[src/rtl/rainbow_scroller.sv]
// rtl/rainbow_scroller.sv - pipelined column-to-RGB rainbow generator with scrolling and brightness
//
// Purpose:
//   Maps a requested column to an RGB colour on a three-segment hue ramp of
//   period P = 3*SEG_LEN. A frame-synchronised hue offset gives scrolling
//   (either direction) or a solid colour that cycles over time, and a global
//   brightness scales every channel. The fixed latency is three clocks and
//   there is no backpressure.
//
// Ports:
//   clk        - system clock
//   reset_n    - asynchronous active-low reset
//   frame_tick - one-cycle pulse at frame start; samples mode, advances divider
//   mode       - 0 static, 1 scroll, 2 solid-hue cycle, 3 behaves as 0
//   reverse    - scroll direction (0 offset counts up, 1 counts down)
//   brightness - global gain, all-ones means unity
//   req_valid  - column request strobe
//   req_column - requested column
//   out_valid  - result strobe, three cycles after req_valid
//   red/green/blue - scaled colour channels, held while out_valid is low
//   offset     - current hue offset, 0..P-1
module rainbow_scroller #(
  parameter int SEG_LEN         = 21,
  parameter int STEP            = 3,
  parameter int COLOR_BITS      = 6,
  parameter int COL_W           = 8,
  parameter int FRAMES_PER_STEP = 4
) (
  input  logic                  clk,
  input  logic                  reset_n,
  input  logic                  frame_tick,
  input  logic [1:0]            mode,
  input  logic                  reverse,
  input  logic [COLOR_BITS-1:0] brightness,
  input  logic                  req_valid,
  input  logic [COL_W-1:0]      req_column,
  output logic                  out_valid,
  output logic [COLOR_BITS-1:0] red,
  output logic [COLOR_BITS-1:0] green,
  output logic [COLOR_BITS-1:0] blue,
  output logic [COL_W-1:0]      offset
);

  localparam int P     = 3 * SEG_LEN;
  localparam int MAX   = (1 << COLOR_BITS) - 1;
  localparam int DIV_W = (FRAMES_PER_STEP > 1) ? $clog2(FRAMES_PER_STEP) : 1;

  localparam logic [COL_W-1:0] P_LAST   = COL_W'(P - 1);
  localparam logic [COL_W:0]   P_WIDE   = (COL_W + 1)'(P);
  localparam logic [DIV_W-1:0] DIV_LAST = DIV_W'(FRAMES_PER_STEP - 1);

  // ---------------------------------------------------------------------
  // Frame-synchronised mode, divider and hue offset
  // ---------------------------------------------------------------------
  logic [1:0]       mode_q;
  logic [DIV_W-1:0] div_q;
  logic             moving;

  assign moving = (mode_q == 2'd1) || (mode_q == 2'd2);

  always_ff @(posedge clk or negedge reset_n) begin
    if (!reset_n) begin
      mode_q <= 2'd0;
      div_q  <= '0;
      offset <= '0;
    end else if (frame_tick) begin
      mode_q <= mode;
      // The divider advances on the mode that was in force for the frame
      // just ending, so a mode change takes effect one frame later.
      if (moving) begin
        if (div_q == DIV_LAST) begin
          div_q <= '0;
          if (reverse) begin
            offset <= (offset == '0) ? P_LAST : offset - 1'b1;
          end else begin
            offset <= (offset == P_LAST) ? '0 : offset + 1'b1;
          end
        end else begin
          div_q <= div_q + 1'b1;
        end
      end
    end
  end

  // ---------------------------------------------------------------------
  // S1: out-of-range detect and hue position
  // ---------------------------------------------------------------------
  logic             s1_valid;
  logic             s1_oob;
  logic [COL_W-1:0] s1_pos;

  logic             oob_d;
  logic [COL_W-1:0] off_eff;
  logic [COL_W:0]   sum_d;
  logic [COL_W:0]   wrap_d;
  logic [COL_W-1:0] pos_d;

  always_comb begin
    oob_d   = ({1'b0, req_column} >= P_WIDE);
    off_eff = moving ? offset : '0;
    sum_d   = {1'b0, req_column} + {1'b0, off_eff};
    wrap_d  = (sum_d >= P_WIDE) ? (sum_d - P_WIDE) : sum_d;
    pos_d   = '0;
    // Out-of-range columns are parked at position 0 so the later stages
    // only ever see in-range indices; their colour is forced off in S2.
    if (!oob_d) begin
      if (mode_q == 2'd2) begin
        pos_d = offset;
      end else begin
        pos_d = COL_W'(wrap_d);
      end
    end
  end

  always_ff @(posedge clk or negedge reset_n) begin
    if (!reset_n) begin
      s1_valid <= 1'b0;
      s1_oob   <= 1'b0;
      s1_pos   <= '0;
    end else begin
      s1_valid <= req_valid;
      s1_oob   <= oob_d;
      s1_pos   <= pos_d;
    end
  end

  // ---------------------------------------------------------------------
  // S2: segment select and clamped ramps
  // ---------------------------------------------------------------------
  logic                  s2_valid;
  logic [COLOR_BITS-1:0] s2_r;
  logic [COLOR_BITS-1:0] s2_g;
  logic [COLOR_BITS-1:0] s2_b;

  int                    pos_i;
  int                    seg_i;
  int                    idx_i;
  int                    rise_i;
  int                    fall_i;
  logic [COLOR_BITS-1:0] rise;
  logic [COLOR_BITS-1:0] fall;
  logic [COLOR_BITS-1:0] r_d;
  logic [COLOR_BITS-1:0] g_d;
  logic [COLOR_BITS-1:0] b_d;

  always_comb begin
    pos_i = int'(s1_pos);
    if (pos_i < SEG_LEN) begin
      seg_i = 0;
    end else if (pos_i < 2 * SEG_LEN) begin
      seg_i = 1;
    end else begin
      seg_i = 2;
    end
    idx_i  = pos_i - seg_i * SEG_LEN;
    // Ramps are computed in 32-bit arithmetic so nothing wraps before the clamp.
    rise_i = idx_i * STEP;
    fall_i = (SEG_LEN - idx_i) * STEP;
    if (rise_i > MAX) rise_i = MAX;
    if (fall_i > MAX) fall_i = MAX;
    rise = COLOR_BITS'(rise_i);
    fall = COLOR_BITS'(fall_i);

    r_d = '0;
    g_d = '0;
    b_d = '0;
    if (!s1_oob) begin
      case (seg_i)
        0: begin
          r_d = fall;
          g_d = rise;
        end
        1: begin
          g_d = fall;
          b_d = rise;
        end
        default: begin
          r_d = rise;
          b_d = fall;
        end
      endcase
    end
  end

  always_ff @(posedge clk or negedge reset_n) begin
    if (!reset_n) begin
      s2_valid <= 1'b0;
      s2_r     <= '0;
      s2_g     <= '0;
      s2_b     <= '0;
    end else begin
      s2_valid <= s1_valid;
      s2_r     <= r_d;
      s2_g     <= g_d;
      s2_b     <= b_d;
    end
  end

  // ---------------------------------------------------------------------
  // S3: brightness scaling and output register
  // ---------------------------------------------------------------------
  // (ch * (brightness + 1)) >> COLOR_BITS; the product of a COLOR_BITS value
  // and a gain of at most 2**COLOR_BITS always fits in 2*COLOR_BITS bits.
  function automatic logic [COLOR_BITS-1:0] scale(
    input logic [COLOR_BITS-1:0] ch,
    input logic [COLOR_BITS-1:0] br
  );
    logic [COLOR_BITS:0]     gain;
    logic [2*COLOR_BITS-1:0] prod;
    gain  = {1'b0, br} + (COLOR_BITS + 1)'(1);
    prod  = (2 * COLOR_BITS)'(ch) * (2 * COLOR_BITS)'(gain);
    return COLOR_BITS'(prod >> COLOR_BITS);
  endfunction

  always_ff @(posedge clk or negedge reset_n) begin
    if (!reset_n) begin
      out_valid <= 1'b0;
      red       <= '0;
      green     <= '0;
      blue      <= '0;
    end else begin
      out_valid <= s2_valid;
      if (s2_valid) begin
        red   <= scale(s2_r, brightness);
        green <= scale(s2_g, brightness);
        blue  <= scale(s2_b, brightness);
      end
    end
  end

endmodule
[config.mk]
export PLATFORM = sky130hd
export DESIGN_NAME = rainbow_scroller
export DESIGN_NICKNAME = d
export VERILOG_FILES = /design/src/rtl/rainbow_scroller.sv
export SDC_FILE = /design/constraint.sdc
export NUM_CORES = 1
export LEC_CHECK = 0
export BUFFER_PORTS_ARGS = -buffer_cell sky130_fd_sc_hd__buf_2
export CAP_MARGIN = 30
export CORE_ASPECT_RATIO = 1.5
export CORE_UTILIZATION = 50
export DETAILED_ROUTE_END_ITERATION = 12
export GPL_ROUTABILITY_DRIVEN = 0
export PLACE_DENSITY = 0.67
export SYNTH_ARGS = -nofsm -noshare
export SYNTH_HDL_FRONTEND = slang
export SYNTH_SLANG_ARGS = --single-unit
[constraint.sdc]
create_clock -name clk -period 15.8 [get_ports clk]
set_input_delay 3.16 -clock clk [delete_from_list [all_inputs] [get_ports clk]]
set_output_delay 3.16 -clock clk [all_outputs]
set_load 0.01 [all_outputs]
==> results.sh, run 1 <==
export IMPL_coreArea_um2=22300
export IMPL_period_needed_ns=8.19
export IMPL_post_dp_hpwl_mm=22.6
export IMPL_synthFlopType="dfrtp_1"
export IMPL_final_seq_area_um2=1500
export IMPL_yosys_top_cells_count="ha_1 (183), nand2_1 (150), inv_1 (133), a21oi_1 (96), xnor2_1 (74)"
export IMPL_drt_pass1_iter_count=12
export IMPL_drv_cap=0
export IMPL_highest_layer="met4"
export IMPL_cts_buffer_depth=2
export IMPL_grt_pass1_vias=9749
export IMPL_drc=4
export IMPL_grt_ovfl_total=0
export IMPL_wl_mm=28.2
export IMPL_crit_path_start="s1_pos[2]$_DFF_PN0_"
export IMPL_grt_antenna_before_repair=0
export IMPL_cts_inserted_buffers=9
export IMPL_initial_core_util=0.507
export IMPL_critPathTopFamily="simple AND/OR/NAND/NOR gates"
export IMPL_detail_route_antenna_nets=0
export IMPL_syn_inst=1388
export IMPL_grt_use_total=0.246
export IMPL_finalNonFillerCells=1679
export IMPL_synth_top_area_share=0.202
export IMPL_synthMostInstantiatedCell="ha_1"
export IMPL_cts_resized=0
export IMPL_h_tree_depth=3
export IMPL_drt_iter0_drc=382
export IMPL_placed_cell_area_um2=11700
export IMPL_num_rows=67
export IMPL_ys_ff_latch=60
export IMPL_setup_viol=0
export IMPL_wl_met1_mm=11.1
export IMPL_period_share=0.518
export IMPL_ys_types=84
export IMPL_grt_start_max_net_pins=61
export IMPL_die_area_um2=23200
export IMPL_cp_max_fo=10
export IMPL_hold_buffers=0
export IMPL_maxSlewHeadroom=0.350
export IMPL_dr_wl_met2_mm=15.1
export IMPL_status="complete, but fails checks"
export IMPL_setup_tns_ns=0
export IMPL_reg2reg_to="s2_g[2]$_DFF_PN0_"
export IMPL_placed_cells=1663
export IMPL_worst_pin_slew_ns=0.975
export IMPL_synth_area_top_cells="ha_1 (20%), dfrtp_1 (13%), fa_1 (11%), xnor2_1 (5.7%), nand2_1 (5.0%)"
export IMPL_worstReg2RegStart="s1_pos[2]$_DFF_PN0_"
export IMPL_cp_required_ns=15.99
export IMPL_postSynthNetCount=1654
export IMPL_wl_per_cell_um=16.8
export IMPL_async_flop_share=1.00
export IMPL_grt_first_pass_wirelength_mm=46.4
export IMPL_syn_to_final_growth_pct=6.18
export IMPL_vias=10176
export IMPL_fin_nets=1664
export IMPL_finalHoldViolCount=0
export IMPL_path_common_cell="ha_1"
export IMPL_violations="design-rule violations"
export IMPL_rrSetupSlack_ns=7.61
export IMPL_diodes=0
export IMPL_cpPeakStageDelay_ns=0.56
export IMPL_die_y_um=186
export IMPL_path_clk_slew_ns=0.05
export IMPL_worstHoldPathCells=0
export IMPL_tritoncts="yes"
export IMPL_io_buffer_count=47
export IMPL_die_w_um=125
export IMPL_endpoint="s2_g[2]$_DFF_PN0_"
export IMPL_worst_ep_arrival_time_ns=8.37
export IMPL_synth_edf_count=0
export IMPL_crit_path_end_kind="register"
export IMPL_hold_path_class="reg2reg"
export IMPL_rsz0062_at_grt="false"
export IMPL_critPathKind="reg2reg"
export IMPL_critPathLaunchType="register"
export IMPL_fillCellCount=2158
export IMPL_ys_seq_area_frac=0.133
export IMPL_synth_area_per_cell_um2=8.15
export IMPL_drv_slew=0
export IMPL_cts_root_buf="clkbuf_16"
export IMPL_clock_sinks=60
export IMPL_cp_slowest_cell="or4_1"
export IMPL_clkLatencyLatePin_ns=0.34
export IMPL_fmax_ghz=0.122
export IMPL_path_buf_inv=2
export IMPL_path_depth=35
export IMPL_fin_area_um2=12000
export IMPL_yosysTopAreaCell="ha_1"
export IMPL_synthesis_area_um2=11300
export IMPL_multi_input_area_um2=9070
export IMPL_drive_above_1_share=0.0791
export IMPL_holdWs_ns=0.347
export IMPL_viasPerCell=6.06
export IMPL_ys_warn_count=0
export IMPL_finClkSkew_ns=0.00864
export IMPL_worst_r2r_cell_count=35
export IMPL_ios=48
export IMPL_wl_met3_um=955
export IMPL_post_cts_buffers=0
## sequential cells by signal, summed over array words and instances, names as in the netlist
| register | flops |
|---|---|
| offset | 8 |
| div_q | 2 |
| s1_valid | 1 |
| green | 6 |
| s1_oob | 1 |
| out_valid | 1 |
| s2_b | 6 |
| s2_valid | 1 |
| s2_g | 6 |
| s2_r | 6 |
| blue | 6 |
| s1_pos | 8 |
| red | 6 |
| mode_q | 2 |
## final cells by class
cell class	instances	area share
Multi-Input combinational cell	1138	0.755
Sequential cell	60	0.125
Inverter	135	0.0424
Tap cell	276	0.0288
Timing Repair Buffer	54	0.0240
Clock buffer	10	0.0191
Clock inverter	6	0.00531
## cell usage in the layout, fill, tap and decap left out, types with 4 or more instances in the layout
| cell | netlist | final |
|---|---|---|
| a211oi_1 | 19 | 19 |
| a21o_1 | 23 | 23 |
| a21oi_1 | 96 | 96 |
| a21oi_2 | 5 | 5 |
| a22oi_1 | 4 | 4 |
| a31oi_1 | 7 | 7 |
| and2_1 | 43 | 43 |
| and3_1 | 13 | 13 |
| buf_2 | 4 | 47 |
| buf_4 | 0 | 7 |
| clkbuf_16 | 0 | 9 |
| dfrtp_1 | 60 | 60 |
| fa_1 | 62 | 62 |
| ha_1 | 183 | 183 |
| inv_1 | 133 | 133 |
| mux2_2 | 15 | 15 |
| mux2i_1 | 11 | 11 |
| nand2_1 | 150 | 150 |
| nand2b_1 | 12 | 12 |
| nand3_1 | 28 | 28 |
| nand3b_1 | 6 | 6 |
| nand4_1 | 17 | 17 |
| nor2_1 | 72 | 72 |
| nor2b_1 | 30 | 30 |
| nor3_1 | 26 | 26 |
| nor4_1 | 5 | 5 |
| o2111a_1 | 5 | 5 |
| o2111ai_1 | 5 | 5 |
| o211ai_1 | 12 | 12 |
| o21a_1 | 11 | 11 |
| o21ai_0 | 64 | 64 |
| o21bai_1 | 8 | 8 |
| o22ai_1 | 21 | 21 |
| or3_1 | 12 | 12 |
| or4_1 | 6 | 6 |
| xnor2_1 | 74 | 74 |
| xor2_1 | 14 | 14 |
## cell families (layout without fill, tap and decap cells)
family                     count (synthesis)  in the layout  share of synthesized area
DFF                                       60             60                      0.133
xor gates and xnor gates                  91             91                     0.0725
muxes                                     26             26                     0.0247
AOI/OAI and AO/OA                        336            336                      0.198
and+or+nand+nor                          440            440                      0.195
buffers and inverters                    190            205                     0.0651
adders and majority gates                245            245                      0.312
## per-stage QoR
stage	setup WS, ns	utilization
after floorplan	8.17	-
after global placement	7.83	0.525
after global routing	6.97	0.539
final	7.61	0.539
after detailed placement	7.74	0.525
after CTS	7.68	0.539
## worst min path at each step
stage / end / from / slack [ns]
floorplan: s2_valid$_DFF_PN0_ / s1_valid$_DFF_PN0_ / 0.33
global placement: s2_valid$_DFF_PN0_ / s1_valid$_DFF_PN0_ / 0.33
detailed placement: s2_valid$_DFF_PN0_ / s1_valid$_DFF_PN0_ / 0.34
CTS: s2_valid$_DFF_PN0_ / s1_valid$_DFF_PN0_ / 0.35
global route: s2_valid$_DFF_PN0_ / s1_valid$_DFF_PN0_ / 0.37
finish: s2_valid$_DFF_PN0_ / s1_valid$_DFF_PN0_ / 0.35
## routing by layer
metal,vias to the layer above,track usage
met3,78,0.0257
li1,4893,-
met4,0,0.108
met5,-,0
met1,4919,0.267
met2,286,0.482
Power of run 1 is not shown: default switching activity piles up to over one toggle a cycle in this logic, so the estimate is an artifact.
==> inputs of run 2 (changes only) <==
- clock period: 15.8 -> 7.7 ns (I/O delays scaled with it)
==> run 2 against run 1 <==
Net effect:
- the run still ends with design-rule violations left
- wire length is 2.9% higher
- via count grew 2.0%
- cell area is 5.5% higher
- die area stayed put
- register-to-register slack lost 7.2 ns
- hold slack improved by 0.0025 ns
- maximum frequency is 12% higher
- critical path depth is 1 lower
==> results.sh, run 2 (same netlist as run 1, synthesis figures left out) <==
export IMPL_status="complete, but fails checks"
export IMPL_violations="design-rule violations"
export IMPL_final_common_cell="ha_1"
export IMPL_grt_start_max_net_pins=61
export IMPL_die_y_um=186
export IMPL_cts_buffer_depth=2
export IMPL_drt_iter0_drc=464
export IMPL_cts_root_buf="clkbuf_16"
export IMPL_tritoncts="yes"
export IMPL_viasPerCell=5.99
export IMPL_top_usage_layer="met2"
export IMPL_cp_required_ns=7.89
export IMPL_period_needed_ns=7.31
export IMPL_drv_slew=0
export IMPL_final_cell_mix="ha_1 (175), nand2_1 (149), inv_1 (133)"
export IMPL_ios=48
export IMPL_use_met1=0.281
export IMPL_crit_path_end_kind="register"
export IMPL_drc=4
export IMPL_post_dp_hpwl_mm=23.3
export IMPL_clkLatencyLatePin_ns=0.34
export IMPL_cp_max_fo=11
export IMPL_die_area_um2=23200
export IMPL_cpPeakStageDelay_ns=0.56
export IMPL_grt_pass1_vias=10270
export IMPL_critPathLaunchType="register"
export IMPL_maxSlewHeadroom=0.367
export IMPL_clock_sinks=60
export IMPL_initial_core_util=0.507
export IMPL_critPathKind="reg2reg"
export IMPL_grt_ovfl_total=0
export IMPL_path_common_cell="nand2_1"
export IMPL_placed_cells=1712
export IMPL_finalNonFillerCells=1733
export IMPL_finClkSkew_ns=0.00567
export IMPL_h_tree_depth=3
export IMPL_die_w_um=125
export IMPL_drv_cap=0
export IMPL_diodes=0
export IMPL_coreArea_um2=22300
export IMPL_wl_mm=29.0
export IMPL_fmax_ghz=0.137
export IMPL_gr_usage_met3=0.0266
export IMPL_fin_ws_ns=0.387
export IMPL_grt_first_pass_wirelength_mm=48.2
export IMPL_io_buffer_count=47
export IMPL_cp_slowest_cell="or4_4"
export IMPL_fillCellCount=2099
export IMPL_vias=10376
export IMPL_hold_path_class="reg2reg"
export IMPL_num_rows=67
export IMPL_syn_to_final_growth_pct=12.1
export IMPL_grt_use_total=0.256
export IMPL_path_clk_slew_ns=0.06
export IMPL_period_share=0.950
export IMPL_drive_above_1_share=0.136
export IMPL_cts_inserted_buffers=9
export IMPL_use_met2=0.487
export IMPL_drt_pass1_iter_count=9
export IMPL_reg_largest_list="offset x8, s1_pos x8"
export IMPL_fin_nets=1718
export IMPL_finalHoldViolCount=0
export IMPL_setup_viol=0
export IMPL_detail_route_antenna_nets=0
export IMPL_place_ws_ns=-0.102
export IMPL_hold_buffers=0
export IMPL_wl_per_cell_um=16.7
export IMPL_worst_ep_arrival_time_ns=7.50
export IMPL_grt_antenna_before_repair=0
export IMPL_worst_pin_slew_ns=0.949
[run 2: cell types whose count changed in the layout (fill, tap and decap cells not counted), moves of 3 or more]
cell      change
ha_4          +5
a211oi_1      -3
ha_2          +3
ha_1          -8
a21oi_1       -5
nor2b_2       +3
xnor2_1       -3
buf_4        +52
nor2b_1       -3
o21ai_0       -3
a211oi_2      +3
a21oi_4       +3
[run 2: metrics by stage]
| stage | instance area, um2 | TNS (ns) | hold WS [ns] | util |
|---|---|---|---|---|
| 2_1_floorplan | 11300 | 0 | 0.331 | - |
| 3_3_place_gp | 12100 | -0.229 | 0.332 | 0.542 |
| 3_5_place_dp | 12100 | -1.21 | 0.339 | 0.542 |
| 4_1_cts | 12400 | 0 | 0.352 | 0.555 |
| 5_1_grt | 12700 | -0.288 | 0.359 | 0.568 |
| 6_report | 12700 | 0 | 0.349 | 0.568 |
[run 2: critical path: cells and delay by family (launching register included)]
kind / cells / cell delay, ns
AND/OR/NAND/NOR: 13 / 2.42
XOR/XNOR: 2 / 0.38
flip-flops: 1 / 0.40
AO/OA/AOI/OAI: 7 / 1.23
adder cells (fa/ha/maj): 6 / 1.98
multiplexers: 1 / 0.15
buffers and inverters: 5 / 0.59
[run 2: path summary, 6_finish.rpt]
path	start	depth (start not counted)	end	slack [ns]
worst max-delay path	s1_pos[1]$_DFF_PN0_	34	s2_g[3]$_DFF_PN0_	0.39
worst min-delay path	s1_valid$_DFF_PN0_	0	s2_valid$_DFF_PN0_	0.35
worst max register to register	s1_pos[1]$_DFF_PN0_	34	s2_g[3]$_DFF_PN0_	0.39
worst min register to register	s1_valid$_DFF_PN0_	0	s2_valid$_DFF_PN0_	0.35
max in group asynchronous	reset_n	2	s2_r[5]$_DFF_PN0_	5.82
min in group asynchronous	reset_n	2	blue[0]$_DFFE_PN0P_	1.35
[run 2: final cells by class]
cell class              count  area (um2)  share of cell area
multi-input cells        1138        9330               0.736
inverters                 135         509              0.0402
flip-flops and latches     60        1500               0.118
clock buffers              11         243              0.0192
clock inverters             5        37.5             0.00296
well taps                 276         345              0.0272
repair buffers            108         709              0.0560
[run 2: per-layer routing]
metal / share of wire / vias up
met2: 0.52 / 300
met4: 0.040 / 0
met5: 0 / -
met1: 0.40 / 4988
met3: 0.039 / 84
li1: - / 5004
[run 2: repair_timing]
| item | CTS | global route |
|---|---|---|
| resized for setup | 2 | 47 |
| setup endpoints to repair | 18 | 18 |
| pin swaps | 0 | 8 |
| setup buffers | 0 | 5 |
Power of run 2 is left out for the same reason.
==> inputs of run 3 (changes only) <==
- CORE_MARGIN: unset -> 4
- RECOVER_POWER: unset -> 50
==> run 3 against run 2 <==
Net effect:
- the run ends with max-capacitance violations, max-slew violations left
- final cell count is 0.12% higher
- non-clock buffer count up 3
- maximum frequency fell by 1.6%
- sequential share of layout area about the same
- wire length rose by 1.8%
- first-iteration DRC count rose by 6.3%
- critical path type unchanged
- highest routed layer unchanged
==> results.sh, run 3 (same netlist as run 1, synthesis figures left out) <==
export IMPL_vias=10427
export IMPL_worst_ep_arrival_time_ns=7.62
export IMPL_setup_tns_ns=0
export IMPL_final_common_cell="ha_1"
export IMPL_fin_nets=1721
export IMPL_critPathLaunchType="register"
export IMPL_period_needed_ns=7.43
export IMPL_cp_required_ns=7.89
export IMPL_worstHoldPathCells=0
export IMPL_period_share=0.965
export IMPL_h_tree_depth=3
export IMPL_path_common_cell="nand2_1"
export IMPL_cts_buffer_depth=2
export IMPL_drv_cap=1
export IMPL_cp_max_fo=7
export IMPL_grt_start_max_net_pins=61
export IMPL_maxSlewHeadroom=-1.24
export IMPL_grt_use_total=0.238
export IMPL_grt_pass1_vias=10334
export IMPL_cpPeakStageDelay_ns=0.57
export IMPL_ios=48
export IMPL_syn_to_final_growth_pct=12.4
export IMPL_hold_path_class="reg2reg"
export IMPL_critPathKind="reg2reg"
export IMPL_cts_root_buf="clkbuf_16"
export IMPL_initial_core_util=0.507
export IMPL_die_y_um=192
export IMPL_finalHoldViolCount=0
export IMPL_drt_pass1_iter_count=5
export IMPL_tritoncts="yes"
export IMPL_io_buffer_count=47
export IMPL_detail_route_antenna_nets=0
export IMPL_cts_inserted_buffers=9
export IMPL_drc=0
export IMPL_die_area_um2=25100
export IMPL_worst_r2r_cell_count=36
export IMPL_cp_slowest_cell="or4_1"
export IMPL_grt_first_pass_wirelength_mm=48.6
export IMPL_drt_iter0_drc=493
export IMPL_grt_ovfl_total=0
export IMPL_wl_mm=29.6
export IMPL_grt_antenna_before_repair=0
export IMPL_crit_path_end_kind="register"
export IMPL_violations="max-capacitance violations, max-slew violations"
export IMPL_diodes=0
export IMPL_fmax_ghz=0.135
export IMPL_drv_slew=61
export IMPL_worst_pin_slew_ns=3.36
export IMPL_setup_viol=0
export IMPL_die_w_um=131
export IMPL_coreArea_um2=22300
export IMPL_hold_buffers=0
export IMPL_final_cell_mix="ha_1 (173), nand2_1 (150), inv_1 (132)"
export IMPL_num_rows=67
export IMPL_reg_largest_list="offset x8, s1_pos x8"
export IMPL_drive_above_1_share=0.133
export IMPL_wl_per_cell_um=17.0
export IMPL_clock_sinks=60
export IMPL_viasPerCell=6.01
export IMPL_clkLatencyLatePin_ns=0.35
export IMPL_post_dp_hpwl_mm=23.4
export IMPL_finClkSkew_ns=0.0109
export IMPL_path_clk_slew_ns=0.05
export IMPL_status="complete, but fails checks"
## run 3: layout make-up
cell class,count,area [um2]
sequential,60,1500
fill,2104,9580
inverter,135,509
timing repair buffer,111,703
tap,276,345
clock buffer,12,267
clock inverter,3,68.8
multi-input combinational,1138,9320
## run 3: metrics by stage
step	hold WS [ns]	worst slack, ns	instances	area (um2)	util
after global placement	0.333	0.0949	1716	12100	0.543
after detailed placement	0.344	0.0746	1716	12100	0.543
after CTS	0.351	0.0424	1731	12400	0.558
final	0.346	0.272	1735	12700	0.570
after global routing	0.364	-0.121	1735	12700	0.570
after floorplan	0.331	0.385	1388	11300	-
## run 3: per-layer routing
metal,track usage,share of wire,routed length [um]
met5,0,0,0
met4,0.110,0.047,1380
met3,0.0337,0.042,1240
met2,0.440,0.53,15500
met1,0.262,0.39,11400
## run 3: repair_timing
action	in CTS	in global routing
gates resized for setup	0	49
endpoints found under the setup margin	0	18
buffers inserted	0	3
hold endpoints to repair	0	0
## run 3: final timing paths
| path | slack, ns | end | from |
|---|---|---|---|
| setup / recovery | 0.27 | s2_g[4]$_DFF_PN0_ | s1_pos[1]$_DFF_PN0_ |
| hold / removal | 0.35 | s2_valid$_DFF_PN0_ | s1_valid$_DFF_PN0_ |
| setup reg to reg | 0.27 | s2_g[4]$_DFF_PN0_ | s1_pos[1]$_DFF_PN0_ |
| hold reg to reg | 0.35 | s2_valid$_DFF_PN0_ | s1_valid$_DFF_PN0_ |
| max in group asynchronous | 3.38 | offset[6]$_DFFE_PN0P_ | reset_n |
| min in group asynchronous | 2.42 | red[0]$_DFFE_PN0P_ | reset_n |
## run 3: critical path, delay by kind of cell (launching register included)
kind            cells  cell delay (ns)
simple gates       14             2.53
mux                 1             0.16
buf+inv             4             0.44
flops               1             0.39
compound gates     10             1.68
xor+xnor            1             0.35
fa+ha+maj           6             1.72
Power of run 3 is left out for the same reason.
